==> src/rtl/mux_pkg.sv <==
// rtl/mux_pkg.sv - shared constants and golden 2:1 select function for the mux library
// Contents:
//   DEFAULT_WIDTH : default data width for mux_data_flow
//   DEFAULT_CNT_W : default width of the select-change counter
//   MUX2_MAX_W    : widest data the mux2() reference function handles
//   mux2(a, b, s) : returns s ? b : a (zero-extended to MUX2_MAX_W)
package mux_pkg;

    localparam int DEFAULT_WIDTH = 1;
    localparam int DEFAULT_CNT_W = 8;
    localparam int MUX2_MAX_W    = 64;

    // Reference model for structural/behavioural variants; X/Z on s
    // merges a and b exactly like the ?: operator in the dataflow mux.
    function automatic logic [MUX2_MAX_W-1:0] mux2(
        input logic [MUX2_MAX_W-1:0] a,
        input logic [MUX2_MAX_W-1:0] b,
        input logic                  s
    );
        return s ? b : a;
    endfunction

endpackage

==> src/rtl/mux2_comb.sv <==
// rtl/mux2_comb.sv - dataflow 2:1 multiplexer, no storage
// Ports:
//   a_i : data selected when s_i = 0
//   b_i : data selected when s_i = 1
//   s_i : select
//   y_o : s_i ? b_i : a_i
module mux2_comb #(
    parameter int WIDTH = 1
) (
    input  logic [WIDTH-1:0] a_i,
    input  logic [WIDTH-1:0] b_i,
    input  logic             s_i,
    output logic [WIDTH-1:0] y_o
);

    assign y_o = s_i ? b_i : a_i;

endmodule

==> src/rtl/mux_data_flow.sv <==
// rtl/mux_data_flow.sv - reference 2:1 selector with registered output and select-change counter
// Ports:
//   clk         : rising-edge clock
//   rst         : asynchronous active-high reset
//   inA         : data selected when sel = 0
//   inB         : data selected when sel = 1
//   sel         : select
//   out         : combinational mux result (valid during reset)
//   out_q       : out registered on clk
//   sel_changes : count of edges where sampled sel differs from the previous sample (wraps)
module mux_data_flow
    import mux_pkg::*;
#(
    parameter int WIDTH = DEFAULT_WIDTH,
    parameter int CNT_W = DEFAULT_CNT_W
) (
    input  logic             clk,
    input  logic             rst,
    input  logic [WIDTH-1:0] inA,
    input  logic [WIDTH-1:0] inB,
    input  logic             sel,
    output logic [WIDTH-1:0] out,
    output logic [WIDTH-1:0] out_q,
    output logic [CNT_W-1:0] sel_changes
);

    logic [WIDTH-1:0] out_q_q, out_q_d;
    logic             sel_q_q, sel_q_d;
    logic [CNT_W-1:0] sel_changes_q, sel_changes_d;

    mux2_comb #(
        .WIDTH(WIDTH)
    ) u_mux2_comb (
        .a_i(inA),
        .b_i(inB),
        .s_i(sel),
        .y_o(out)
    );

    always_comb begin
        out_q_d       = out;
        sel_q_d       = sel;
        sel_changes_d = sel_changes_q;
        // An unknown sel makes the compare X, which falls through as "no change".
        if (sel != sel_q_q) begin
            sel_changes_d = sel_changes_q + CNT_W'(1);
        end
    end

    always_ff @(posedge clk or posedge rst) begin
        if (rst) begin
            out_q_q       <= '0;
            sel_q_q       <= 1'b0;
            sel_changes_q <= '0;
        end else begin
            out_q_q       <= out_q_d;
            sel_q_q       <= sel_q_d;
            sel_changes_q <= sel_changes_d;
        end
    end

    assign out_q       = out_q_q;
    assign sel_changes = sel_changes_q;

endmodule

==> config.mk <==
export PLATFORM = sky130hd
export DESIGN_NAME = mux_data_flow
export DESIGN_NICKNAME = d
export VERILOG_FILES = /design/src/rtl/mux_pkg.sv /design/src/rtl/mux2_comb.sv /design/src/rtl/mux_data_flow.sv
export SDC_FILE = /design/constraint.sdc
export NUM_CORES = 1
export LEC_CHECK = 0
export ABC_AREA = 0
export ABC_CLOCK_PERIOD_IN_PS = 3950
export CAP_MARGIN = 10
export CORE_AREA = 10 10 47 49
export CTS_BUF_LIST = sky130_fd_sc_hd__clkbuf_16
export CTS_CLUSTER_DIAMETER = 80
export DETAILED_ROUTE_END_ITERATION = 8
export DIE_AREA = 0 0 57 59
export GPL_TIMING_DRIVEN = 0
export PLACE_DENSITY = 0.63
export SLEW_MARGIN = 20
export SYNTH_ARGS = -nofsm -noshare
export SYNTH_HDL_FRONTEND = slang
export SYNTH_SLANG_ARGS = --single-unit
export TNS_END_PERCENT = 100
==> constraint.sdc <==
create_clock -name clk -period 3.95 [get_ports clk]
set_clock_uncertainty 0.15 [all_clocks]
set_input_delay 0.79 -clock clk [delete_from_list [all_inputs] [get_ports clk]]
set_output_delay 0.79 -clock clk [all_outputs]
set_load 0.02 [all_outputs]
# Word-level counts from Yosys, hierarchy flattened
# Cells that the tools add are included.
dict set report classes {
  add_sub_neg 1
  n_eq_ne 1
  mux 1
}
# cell n
set op_table {}
lappend op_table {{adder 8 x 1 -> 8 bit (second input constant)} 1}
lappend op_table {{2-to-1 mux 1 bit} 1}
lappend op_table {{inequality test 1 bit} 1}
dict set report word_totals {
  ff_bits 10
  input_bits 5
  output_inout_bits 10
  word_cells 6
}

# Logic depth before layout (Yosys ltp)
dict set report depth {
  depth_word 1
  ltp_mapped 4
  depth_no_buf 4
}

# Cells and area by module
# Synthesis repeated with hierarchy kept, for this count alone.
dict set report unflattened {
  cells_unflattened 31
  hier_area_um2 422.9
}
# module n_inst cells_each area_each_um2 seq_area_each_um2
set by_module_without_submodules {}
lappend by_module_without_submodules {mux_data_flow 1 30 407.9 250.2}
lappend by_module_without_submodules {mux2_comb 1 1 15.0 0.0}

# Worst setup path before layout
# No wires, ideal clock.
dict set report synth_path {
  kind {input -> output}
  start {input sel}
  end {output out}
  t_arrival_ps 1160
  required_ps 3010
  path_slack_ps 1850
  stages 1
  path_buffers 0
  cell_sequence {mux2_2}
}
dict set report synth_between {
  elab_chain_len 1
}
# element line
set synth_lines {}
lappend synth_lines {{start: declaration} mux_data_flow.sv:21} ;# input logic sel,
lappend synth_lines {{2-to-1 mux 1 bit} mux2_comb.sv:16} ;# assign y_o = s_i ? b_i : a_i;
lappend synth_lines {{end: declaration} mux_data_flow.sv:22} ;# output logic [WIDTH-1:0] out,
# Every way passes these cells.

# Worst setup path after layout
# Same ends and word-level chain as after synthesis.

==> metrics.md <==
| Metric | Value |
|---|---|
| Grt peak-use layer | met4 |
| Layout Nets | 60 |
| Die width | 57 um |
| Synth area leader | dfrtp_1 |
| Post-CTS setup buffers | 0 |
| Post-DP Area | 594 sq um |
| Crit-path most repeated cell | clkdlybuf4s50_1 |
| CTS Buffer Depth | 2 |
| Worst EP arrival | 2.25 ns |
| WL per Instance | 13.0 um |
| Root buf cell | clkbuf_16 |
| Largest family of logic cells by synthesized area | XOR/XNOR gates |
| Fill cells | 142 |
| Io pins | 15 |
| Mapped Area | 434 sq um |
| Met1 global-route usage | 5.33% |
| Final setup fails | 0 |
| Power per cell area | 802 mW/mm^2 |
| Post-synthesis simple-gate area fraction | 17.9% |
| Synth Warn # | 0 |
| Total Die Area | 0.00336 sq mm |
| Most frequent cells in the layout | 14 x clkdlybuf4s50_1, 10 x dfrtp_1, 7 x nand2_1, 6 x xnor2_1 |
| Cell area after layout | 673 sq um |
| Final GP Congestion | 0.751 |
| Fin Setup TNS | 0 ns |
| Worst path slowest cell | clkdlybuf4s50_1 |
| Peak VDD IR | 350 uV |
| Syn Area/Cell | 12.4 sq um |
| Clock latency on the worst-skew pair | 0.24 ns |
| H-tree Lvls | 1 |
| Area added between synthesis and finish | 55.0% |
| Synth Area in Compound Gates | 0% |
| Top cell type's share of synthesized area | 57.6% |
| Share of cells above drive strength 1 | 11.3% |
| Met2 usage in global routing | 7.91% |
| Core Area | 0.00140 sq mm |
| Post-Synth XOR/XNOR Area | 18.2% |
| Clk network pwr share | 33.1% |
| Initial antenna violation count | 0 |
| Internal power | 363 uW |
| Combinational power share | 33.7% |
| Inserted Diodes | 0 |
| Max-slew violation count | 0 |
| Total wire length | 900 um |
| Synth Instances | 35 |
| Setup WS pre-CTS | 0.741 ns |
| Actual slew at the worst max-slew pin | 0.439 ns |
| Register bit total from synthesis | 10 |
| CTS Buf Count | 3 |
| Vias in the first global route | 338 |
| Final period util | 80.9% |
| Sequential share of the synthesized area | 57.6% |
| Setup crit end kind | primary output |
| LEAKAGE | 0.286 nW |
| Std cell rows | 14 |
| Total power | 540 uW |
| Pre-antenna DRT Iters | 1 |
| Mux cell area share after synthesis | 2.59% |
| Area contributors post-synth | dfrtp_1 58%, xnor2_1 12%, nand2_1 6.1%, xor2_1 6.1%, nor4b_2 3.5% |
| Vias | 321 |
| First-pass GRT wire length | 1460 um |
| Worst EP required | 3.01 ns |
| Initial DRC count | 0 |
| Mapped Nets | 41 |
| Die height | 59 um |
| GRT Total Usage | 6.14% |
| Run status | completed |
| PortBufs | 14 |
| Crit path kind | input port to primary output |
| Setup repair after global routing missed its margin | no |
| Final hold vios | 0 |
| Placed Cells | 65 |
| Clk slew on worst S/H paths | 0.04 ns |
| CTS tree | built |
| Seq pwr share | 33.1% |
| Worst slew margin | 70.5% |
| Psw | 176 uW |
| Crit-path cells | clkdlybuf4s50_1 > mux2_2 > clkdlybuf4s50_1 |
| Netlist cell types | 12 |
| Max Fclk | 0.313 GHz |
| CP max FO | 4 |
| Initial Utilization | 31.0% |
| GRT overflow | 0 |
| Vias per inst | 4.65 |
| Finished Layout Cells | 69 |
| Min cycle time layout | 3.19 ns |
| Post-Synth Adder-Cell Area | 2.88% |
| Final ANT Viol Nets | 0 |
| PostCTS Resize Cnt | 0 |
| Maxcap violations | 0 |
| DRC Markers | 0 |
| Hold Buf Count CTS | 0 |
| Crit-path max cell delay | 0.56 ns |
| Setup crit start kind | input port |
| Class of the worst hold path | flop to flop |
| M3 GR Usage | 4.08% |
| Largest net degree at the start of global routing | 11 |
| Final WS setup | 0.756 ns |
| Switching Fraction | 32.7% |
| Num Clock Sinks | 10 |
| Most common cell after layout, fill and taps aside | clkdlybuf4s50_1 |
-- registers in the layout (all words and copies together), names as in the netlist --
register     count
out_q            1
sel_q_q          1
sel_changes      8
-- metal layers --
metal / up-vias / share of wire [%]
li1: 154 / -
met1: 149 / 41
met2: 13 / 42
met3: 5 / 11
met4: 0 / 6.1
met5: - / 0
-- path summary, 6_finish.rpt --
| check | from | to | slack, ns | cells after the start |
|---|---|---|---|---|
| worst max-delay path | sel | out | 0.76 | 3 |
| worst min-delay path | sel_changes[7] | sel_changes[7] | 0.32 | 1 |
| worst max register to register | sel_q_q | sel_changes[7] | 2.62 | 3 |
| worst min register to register | sel_changes[7] | sel_changes[7] | 0.32 | 1 |
| max in group asynchronous | rst | sel_changes[6] | 2.69 | 2 |
| min in group asynchronous | rst | sel_q_q | 0.68 | 2 |
-- cell usage after synthesis --
library cell,count
dfrtp_1,10
nand2_1,7
xnor2_1,6
xor2_1,3
nand4_1,2
and3_1,1
ha_1,1
inv_1,1
mux2_2,1
nand3_1,1
nor4_2,1
nor4b_2,1
-- power groups by stage --
stage | Clock [mW] | Sequential (mW) | Combinational (mW)
after floorplan | 0 | 0.215 | 0.0611
after global placement | 0 | 0.179 | 0.183
after detailed placement | 0 | 0.180 | 0.184
after CTS | 0.182 | 0.179 | 0.186
after global routing | 0.189 | 0.187 | 0.197
final | 0.179 | 0.179 | 0.182
-- stage by stage --
stage                     utilization (%)  hold WS, ns
after floorplan                         -        0.428
after global placement               42.4        0.314
after detailed placement             42.4        0.318
after CTS                            48.0        0.330
after global routing                 48.0        0.333
final                                48.0        0.321
-- worst max-delay path: cells and delay by family --
family,cells,cell delay (ns)
buffers and inverters,2,1.10
muxes,1,0.37
-- kinds of logic (layout without fill, tap and decap cells) --
logic type	Yosys count	after routing
buf+inv	1	19
flops	10	10
mux	1	1
simple gates	13	13
xor+xnor	9	9
fa+ha+maj	1	1
-- area by class of cell --
class                      instances  area, sq um  area share (%)
sequential                        10          250            37.2
tap                               16         20.0            2.97
timing repair buffer              14          140            20.8
clock buffer                       3         75.1            11.2
clock inverter                     1         3.75           0.558
inverter                           1         3.75           0.558
multi-input combinational         24          180            26.8
(Power assumes the default switching activity.)
